### src/rtl/mem_port_arbiter.sv
// mem_port_arbiter: shares one memory port between instruction fetch and data access.
// Ports: if_* fetch side, dm_* data side, mem_* shared port, flush/stall/err control.
module mem_port_arbiter #(
  parameter int STREAK  = 4,
  parameter int TIMEOUT = 255
) (
  input  logic        clk_in,
  input  logic        reset_n_in,
  input  logic        if_req_in,
  input  logic [31:0] if_addr_in,
  output logic [31:0] if_rdata_out,
  output logic        if_ack_out,
  input  logic        dm_req_in,
  input  logic        dm_we_in,
  input  logic [31:0] dm_addr_in,
  input  logic [31:0] dm_wdata_in,
  output logic [31:0] dm_rdata_out,
  output logic        dm_ack_out,
  input  logic        flush_in,
  output logic        mem_req_out,
  output logic        mem_we_out,
  output logic [31:0] mem_addr_out,
  output logic [31:0] mem_wdata_out,
  input  logic [31:0] mem_rdata_in,
  input  logic        mem_ready_in,
  output logic        stall_out,
  output logic        err_out
);

  localparam int SW = $clog2(STREAK + 1);
  localparam int TW = $clog2(TIMEOUT + 1);
  localparam logic [SW-1:0] STREAK_MAX = SW'(STREAK);
  localparam logic [TW-1:0] WAIT_LAST  = TW'(TIMEOUT - 1);

  typedef enum logic [1:0] {
    IDLE,
    BUSY_IF,
    BUSY_DM,
    DONE
  } state_t;

  state_t        state;
  state_t        state_nx;
  logic [SW-1:0] streak;
  logic [SW-1:0] streak_nx;
  logic [TW-1:0] wait_cnt;
  logic [TW-1:0] wait_nx;
  logic          kill;
  logic          kill_nx;
  logic          req_nx;
  logic          we_nx;
  logic [31:0]   addr_nx;
  logic [31:0]   wdata_nx;
  logic [31:0]   rdata;
  logic [31:0]   rdata_nx;
  logic          err_nx;
  logic          if_ack_nx;
  logic          dm_ack_nx;
  logic          grant_dm;
  logic          grant_if;

  // Data wins unless a fetch has waited out a full streak.
  // The two grants are mutually exclusive by construction.
  assign grant_dm = dm_req_in &
                    (~if_req_in | (streak < STREAK_MAX));
  assign grant_if = if_req_in & ~flush_in &
                    (~dm_req_in | (streak == STREAK_MAX));

  assign if_rdata_out = rdata;
  assign dm_rdata_out = rdata;

  assign stall_out = (if_req_in & ~if_ack_out & ~flush_in) |
                     (dm_req_in & ~dm_ack_out);

  always_comb begin
    state_nx  = state;
    streak_nx = streak;
    wait_nx   = wait_cnt;
    kill_nx   = kill;
    req_nx    = mem_req_out;
    we_nx     = mem_we_out;
    addr_nx   = mem_addr_out;
    wdata_nx  = mem_wdata_out;
    rdata_nx  = rdata;
    err_nx    = 1'b0;
    if_ack_nx = 1'b0;
    dm_ack_nx = 1'b0;
    unique case (state)
      IDLE: begin
        if (grant_dm) begin
          state_nx = BUSY_DM;
          req_nx   = 1'b1;
          we_nx    = dm_we_in;
          addr_nx  = dm_addr_in;
          wdata_nx = dm_wdata_in;
          wait_nx  = '0;
          kill_nx  = 1'b0;
          if (!if_req_in) begin
            streak_nx = '0;
          end else if (streak != STREAK_MAX) begin
            streak_nx = streak + 1'b1;
          end
        end else if (grant_if) begin
          state_nx  = BUSY_IF;
          req_nx    = 1'b1;
          we_nx     = 1'b0;
          addr_nx   = if_addr_in;
          wdata_nx  = '0;
          wait_nx   = '0;
          kill_nx   = 1'b0;
          streak_nx = '0;
        end
      end
      BUSY_IF, BUSY_DM: begin
        // A flush cannot cancel the bus cycle already in
        // flight; it only hides the completion from fetch.
        if (state == BUSY_IF && flush_in) begin
          kill_nx = 1'b1;
        end
        if (!mem_ready_in) begin
          wait_nx = wait_cnt + 1'b1;
        end
        if (mem_ready_in || wait_cnt == WAIT_LAST) begin
          state_nx = DONE;
          req_nx   = 1'b0;
          we_nx    = 1'b0;
          rdata_nx = mem_ready_in ? mem_rdata_in : '0;
          if (state == BUSY_IF) begin
            if_ack_nx = ~kill_nx;
          end else begin
            dm_ack_nx = 1'b1;
          end
          // err only ever qualifies an ack that is delivered.
          err_nx = ~mem_ready_in & (if_ack_nx | dm_ack_nx);
        end
      end
      DONE: begin
        state_nx = IDLE;
      end
    endcase
  end

  always_ff @(posedge clk_in or negedge reset_n_in) begin
    if (!reset_n_in) begin
      state         <= IDLE;
      streak        <= '0;
      wait_cnt      <= '0;
      kill          <= 1'b0;
      mem_req_out   <= 1'b0;
      mem_we_out    <= 1'b0;
      mem_addr_out  <= '0;
      mem_wdata_out <= '0;
      rdata         <= '0;
      err_out       <= 1'b0;
      if_ack_out    <= 1'b0;
      dm_ack_out    <= 1'b0;
    end else begin
      state         <= state_nx;
      streak        <= streak_nx;
      wait_cnt      <= wait_nx;
      kill          <= kill_nx;
      mem_req_out   <= req_nx;
      mem_we_out    <= we_nx;
      mem_addr_out  <= addr_nx;
      mem_wdata_out <= wdata_nx;
      rdata         <= rdata_nx;
      err_out       <= err_nx;
      if_ack_out    <= if_ack_nx;
      dm_ack_out    <= dm_ack_nx;
    end
  end

endmodule

### config.mk
export PLATFORM = sky130hd
export DESIGN_NAME = mem_port_arbiter
export DESIGN_NICKNAME = d
export VERILOG_FILES = /design/src/rtl/mem_port_arbiter.sv
export SDC_FILE = /design/constraint.sdc
export NUM_CORES = 1
export LEC_CHECK = 0
export ABC_CLOCK_PERIOD_IN_PS = 2200
export CAP_MARGIN = 10
export CORE_MARGIN = 5
export CORE_UTILIZATION = 40
export DETAILED_ROUTE_END_ITERATION = 16
export MAX_ROUTING_LAYER = met4
export PLACE_DENSITY = 0.78
export SLEW_MARGIN = 10
export SYNTH_ARGS = -nofsm -noshare
export SYNTH_HDL_FRONTEND = slang
export SYNTH_SLANG_ARGS = --single-unit
### constraint.sdc
create_clock -name clk_in -period 2.2 [get_ports clk_in]
set_clock_uncertainty 0.05 [all_clocks]
set_input_delay 0.66 -clock clk_in [delete_from_list [all_inputs] [get_ports clk_in]]
set_output_delay 0.66 -clock clk_in [all_outputs]
set_load 0.1 [all_outputs]
==> results of run 1 <==
[critical path: stages]
cell and delay [ns]:
dlygate4sd2_1 0.26, nor2_1 0.12, nand2_1 0.12, o21ai_4 0.09, buf_12 0.19
[how the worst max path moves through the flow]
stage,from,to
after CTS,dm_req_in,stall_out
after global placement,dm_req_in,mem_addr_out[19]
after detailed placement,dm_req_in,mem_wdata_out[23]
after global routing,flush_in,stall_out
after floorplan,dm_ack_out,stall_out
final,flush_in,stall_out
[metrics by stage]
step / setup TNS, ns / std cells / hold WS (ns)
after detailed placement: -17.58 / 862 / 0.416
final: 0 / 894 / 0.452
after floorplan: 0 / 460 / 0.314
after CTS: 0 / 893 / 0.449
after global routing: 0 / 894 / 0.492
after global placement: -15.95 / 862 / 0.414
[cells by family (layout without fill, tap and decap cells)]
group           after synthesis  in the layout  share of synthesized area
simple gates                141            141                      0.116
mux                          34             34                     0.0737
other cells                   0              1                          0
flops                       115            115                      0.556
compound gates               97             97                      0.160
buf+inv                      67            328                     0.0802
fa+ha+maj                     6              6                     0.0145
[repair_timing]
item | in CTS | in global routing
pin swaps | 1 | 0
endpoints found under the setup margin | 1 | 1
resized for setup | 3 | 1
hold endpoints to repair | 3 | 0
hold buffers | 1 | 0
[per-layer routing]
layer | vias to the layer above | part of all wire
met5 | - | 0
met2 | 235 | 0.54
met3 | 39 | 0.090
met4 | 0 | 0.024
met1 | 2244 | 0.35
li1 | 2084 | -
[sequential cells by signal, summed over array words and instances (netlist names)]
name           flops
wait_cnt           8
mem_wdata_out     32
err_out            1
mem_addr_out      32
state              2
mem_we_out         1
dm_rdata_out      32
dm_ack_out         1
if_ack_out         1
streak             3
kill               1
mem_req_out        1
[cells in the mapped netlist, drive strengths merged]
| cell | number | area share |
|---|---|---|
| a21bo | 2 | 0.0039 |
| nor4b | 2 | 0.0034 |
| mux2 | 33 | 0.072 |
| nand3 | 9 | 0.0087 |
| ha | 6 | 0.014 |
| or3 | 1 | 0.0012 |
| o311ai | 2 | 0.0034 |
| nand2b | 6 | 0.0073 |
| a31oi | 2 | 0.0024 |
| o21bai | 1 | 0.0036 |
| and3 | 1 | 0.0012 |
| o211ai | 3 | 0.0053 |
| a22oi | 2 | 0.0029 |
| nand2 | 108 | 0.079 |
| inv | 8 | 0.0058 |
| clkbuf | 12 | 0.0087 |
| a22o | 65 | 0.11 |
| buf | 47 | 0.066 |
| a21oi | 2 | 0.0019 |
| o2bb2ai | 4 | 0.0068 |
| and2 | 1 | 0.0012 |
| o221a | 1 | 0.0022 |
| dfrtp | 115 | 0.56 |
| a21boi | 1 | 0.0015 |
| nor2 | 8 | 0.0063 |
| nor3 | 3 | 0.0051 |
| o21ai | 9 | 0.010 |
| or2 | 1 | 0.0012 |
| a32o | 3 | 0.0058 |
| mux2i | 1 | 0.0019 |
| nand4b | 1 | 0.0017 |
[final cells by class]
class,instances,area (um^2)
fill,733,2770
clock inverter,4,70.1
timing repair buffer,290,4290
antenna,1,2.50
multi-input combinational,278,1900
tap,172,215
inverter,8,30.0
sequential,115,2880
clock buffer,26,519
==> summary.md, run 1 <==
| Metric | Value |
|---|---|
| Status | completed |
| Initial antenna violation count | 1 |
| Worst hold path type | flip-flop to flip-flop |
| Slew @ Worst Pin | 0.593 ns |
| Largest net degree at the start of global routing | 113 |
| Critical path arrival | 1.45 ns |
| I/O Pins | 269 |
| Reg2reg start | state[0] |
| Critical path class | primary input to primary output |
| Reg-to-Reg End | mem_we_out |
| Sinks on Clock Net | 115 |
| Hold endpoint | state[1] |
| Post-DP HPWL | 13000 um |
| 1st-iter DRT viols | 185 |
| Worst skew pair latency | 0.41 ns |
| Port bufs | 268 |
| Worst slew margin | 0.605 |
| Min Tclk post-route | 2.16 ns |
| Syn-to-layout area delta | 91.2% |
| Total CTS buffers | 17 |
| Util after Layout | 0.781 |
| Most frequent cells in the layout | buf_12, clkdlybuf4s50_1, dfrtp_1 |
| Drt total wl | approximately 18000 um |
| RSZ-0062 raised after global routing | false |
| Mapped cell area | 5180 um^2 |
| Share of cells above drive strength 1 | 0.316 |
| Drt wl/cell | 19.8 um |
| H-tree depth | 4 |
| CP Data Required Time | 1.49 ns |
| CTS clk-pin slew, worst paths | 0.05 ns |
| Vias | 4602 |
| CP max FO | 2 |
| Final instance area | 9900 um^2 |
| Yosys reg bits | 115 |
| CORE AREA | between 10000 and 15000 um^2 |
| CP endpoint kind | primary output |
| # rows | around 40 |
| Maxcap violations | 0 |
| Synthesis Warnings | 0 |
| GRT Total Usage | 0.240 |
| Final setup vio count | 0 |
| Final period util | 0.983 |
| Met2 GRT Util | 0.422 |
| Worst-case reg-to-reg path depth | 6 |
| Die span in y | 124 um |
| Met1 Use GR | 0.245 |
| Peak Freq | 463 MHz |
| Initial DRT Pass Iterations | 4 |
| GPL Wtd Cong | 0.784 |
| Dpl ws | -0.261 ns |
| Vias per Instance | 5.15 |
| Starting Density | 0.409 |
| Post-synthesis sequential area ratio | 0.556 |
| Hold Startpoint | state[1] |
| Syn Inst Count | 460 |
| FF-to-FF setup slack | 0.29 ns |
| Area after DPL | 9300 um^2 |
| Slew Limit Fails | 0 |
| GR Util met3 | 0.0836 |
| Busiest layer in global routing | met2 |
| Net Count, Synth | 601 |
| Die footprint | 15300 um^2 |
| Gr ovfl total | 0 |
| CTS root buf | clkbuf_16 |
| Hold Path Cell Cnt | 1 |
| CP Launch Type | primary input |
| Nets | 851 |
| Die W | approximately 120 um |
| Syn Area/Cell | 11.3 um^2 |
| Vias in the first global route | 5143 |
| Endpoints failing hold | 0 |
| Unique masters post-synth | 39 |
| First-pass GRT wire length | 27100 um |
| Final WS setup | 0.0385 ns |
| Commonest non-fill, non-tap cell in the layout | buf_12 |
| CTS tree | yes |
| Post-route ant nets | 0 |
| Max clock buf depth | 2 |
| Post CTS Setup Buffer Count | 0 |
| Post-route DRC | 0 |
Power of run 1 is left out: the tool's default activity adds up to more than one toggle a clock period on the data nets, which glitch-free logic cannot reach.
==> run 2, diff against run 1 <==
--- a/config.mk
+++ b/config.mk
@@ -8,10 +8,12 @@
 export ABC_CLOCK_PERIOD_IN_PS = 2200
 export CAP_MARGIN = 10
 export CORE_MARGIN = 5
-export CORE_UTILIZATION = 40
+export CORE_UTILIZATION = 41
+export CTS_BUF_LIST = sky130_fd_sc_hd__clkbuf_2 sky130_fd_sc_hd__clkbuf_4 sky130_fd_sc_hd__clkbuf_8
+export CTS_CLUSTER_SIZE = 25
 export DETAILED_ROUTE_END_ITERATION = 16
 export MAX_ROUTING_LAYER = met4
-export PLACE_DENSITY = 0.78
+export PLACE_DENSITY = 0.8
 export SLEW_MARGIN = 10
 export SYNTH_ARGS = -nofsm -noshare
 export SYNTH_HDL_FRONTEND = slang
==> summary.md, run 2 (same netlist as run 1, synthesis figures left out) <==
| Metric | Value |
|---|---|
| Vias | 4498 (was 4602) |
| CTS Hold Bufs | 0 (was 1) |
| Starting Density | 0.414 (was 0.409) |
| Nets | 852 (was 851) |
| Worst hold path type | primary input to asynchronous set/reset pin (was flip-flop to flip-flop) |
| H-tree depth | 4 (unchanged) |
| Drt total wl | 17100 um (was 17700 um) |
| Slew Limit Fails | 0 (unchanged) |
| Initial antenna violation count | 0 (was 1) |
| Busiest layer in global routing | met2 (unchanged) |
| CP Launch Type | primary input (unchanged) |
| Met1 Use GR | 0.249 (was 0.245) |
| Critical path arrival | 1.43 ns (was 1.45 ns) |
| Most frequent cells in the layout | buf_12, clkdlybuf4s50_1, dfrtp_1 (unchanged) |
| Drt wl/cell | 19.1 um (was 19.8 um) |
| Total CTS buffers | 17 (unchanged) |
| Syn-to-layout area delta | 87.8% (was 91.2%) |
| Vias per Instance | 5.02 (was 5.15) |
| CTS root buf | clkbuf_8 (was clkbuf_16) |
| Fillers | 738 (was 733) |
| Die footprint | 15000 um^2 (was 15300 um^2) |
| Maxcap violations | 0 (unchanged) |
| CP endpoint kind | primary output (unchanged) |
| Commonest non-fill, non-tap cell in the layout | buf_12 (unchanged) |
| CP max-delay cell | dlygate4sd2_1 (unchanged) |
| 1st-iter DRT viols | 276 (was 185) |
| Min Tclk post-route | 2.14 ns (was 2.16 ns) |
| CTS tree | yes (unchanged) |
| Worst-path cell chain | dlygate4sd2_1 > nor2_1 > nand2_1 > o21ai_4 > buf_12 (unchanged) |
| Worst slew margin | 0.727 (was 0.605) |
| Port bufs | 268 (unchanged) |
| Max clock buf depth | 2 (unchanged) |
| Die W | 122 um (was 124 um) |
| Vias in the first global route | 4842 (was 5143) |
| Critical path class | primary input to primary output (unchanged) |
| Sequential Area | 2880 um^2 (unchanged) |
| Placed insts | 864 (was 862) |
| Non-filler cells, final | 896 (was 894) |
| Multi-input gate area | 1900 um^2 (unchanged) |
| First-pass GRT wire length | 26100 um (was 27100 um) |
| Dpl ws | -0.333 ns (was -0.261 ns) |
| Slowest stage delay, CP | 0.27 ns (was 0.26 ns) |
| Final WS setup | 0.0621 ns (was 0.0385 ns) |
| Slew @ Worst Pin | 0.403 ns (was 0.593 ns) |
| Status | completed (unchanged) |
| GPL Wtd Cong | 0.806 (was 0.784) |
| RSZ-0062 raised after global routing | false (unchanged) |
| Worst skew pair latency | 0.42 ns (was 0.41 ns) |
| Sinks on Clock Net | 115 (unchanged) |
| Endpoints failing hold | 0 (unchanged) |
| Final setup vio count | 0 (unchanged) |
| Peak Freq | 468 MHz (was 463 MHz) |
| Gr ovfl total | 0 (unchanged) |
| CORE AREA | 12500 um^2 (was 12700 um^2) |
| N_diodes | 0 (was 1) |
| Initial DRT Pass Iterations | 4 (unchanged) |
| CTS clk-pin slew, worst paths | 0.07 ns (was 0.05 ns) |
| Post-route DRC | 0 (unchanged) |
| Share of cells above drive strength 1 | 0.325 (was 0.316) |
| # rows | 41 (unchanged) |
| I/O Pins | 269 (unchanged) |
| Post-route ant nets | 0 (unchanged) |
| CP max FO | 2 (unchanged) |
| Die span in y | 122 um (was 124 um) |
| CP Data Required Time | 1.49 ns (about the same) |
| Post-DP HPWL | 13500 um (was 13000 um) |
| Largest net degree at the start of global routing | 42 (was 113) |
| GRT Total Usage | 0.233 (was 0.240) |
| Met2 GRT Util | 0.427 (was 0.422) |
| Final period util | 0.972 (was 0.983) |
| GR Util met3 | 0.0521 (was 0.0836) |
-- run 2: changes by cell type in the layout (fill, tap and decap cells not counted), moves of 3 or more --
cell / before / now
inv_6: 0 / 3
clkbuf_1: 3 / 0
clkbuf_16: 17 / 0
clkinv_4: 0 / 4
buf_4: 14 / 18
clkbuf_8: 6 / 19
clkinvlp_4: 0 / 3
-- run 2: path summary, 6_finish.rpt --
kind / startpoint / to / slack (ns) / cells past startpoint
worst max-delay path: flush_in / stall_out / 0.06 / 5
worst min-delay path: reset_n_in / dm_rdata_out[25] / 0.07 / 1
worst max register to register: state[1] / wait_cnt[3] / 0.22 / 6
worst min register to register: kill / if_ack_out / 0.45 / 1
max in group asynchronous: reset_n_in / mem_wdata_out[24] / 1.45 / 2
min in group clk_in: kill / if_ack_out / 0.45 / 1
-- run 2: area by class of cell --
class | instances | share of cell area
Multi-Input combinational cell | 278 | 0.195
Timing Repair Buffer | 291 | 0.439
Clock buffer | 19 | 0.0269
Sequential cell | 115 | 0.296
Tap cell | 172 | 0.0221
Inverter | 8 | 0.00309
Clock inverter | 13 | 0.0179
-- run 2: stage by stage --
step / setup TNS [ns] / area, um^2 / util / hold slack (ns)
floorplan: 0 / 5190 / - / 0.314
global placement: -14.04 / 9290 / 0.742 / 0.421
detailed placement: -20.65 / 9290 / 0.742 / 0.438
CTS: 0 / 9720 / 0.777 / 0.0533
global route: 0 / 9720 / 0.777 / 0.0645
finish: 0 / 9720 / 0.777 / 0.0684
-- run 2: what timing repair did --
action	CTS	global route
resized for setup	3	0
setup endpoints to repair	1	0
setup buffers	0	0
-- run 2: metal layers --
metal  wire [um]  vias up
met5           0        -
met4         312        0
met3        1050       23
met2        9660      160
met1        6060     2230
li1            -     2085
-- run 2: critical path: cells and delay by family --
family | cells | cell delay (ns)
buf+inv | 2 | 0.46
simple gates | 2 | 0.22
compound gates | 1 | 0.08
Power of run 2 is left out for the same reason.
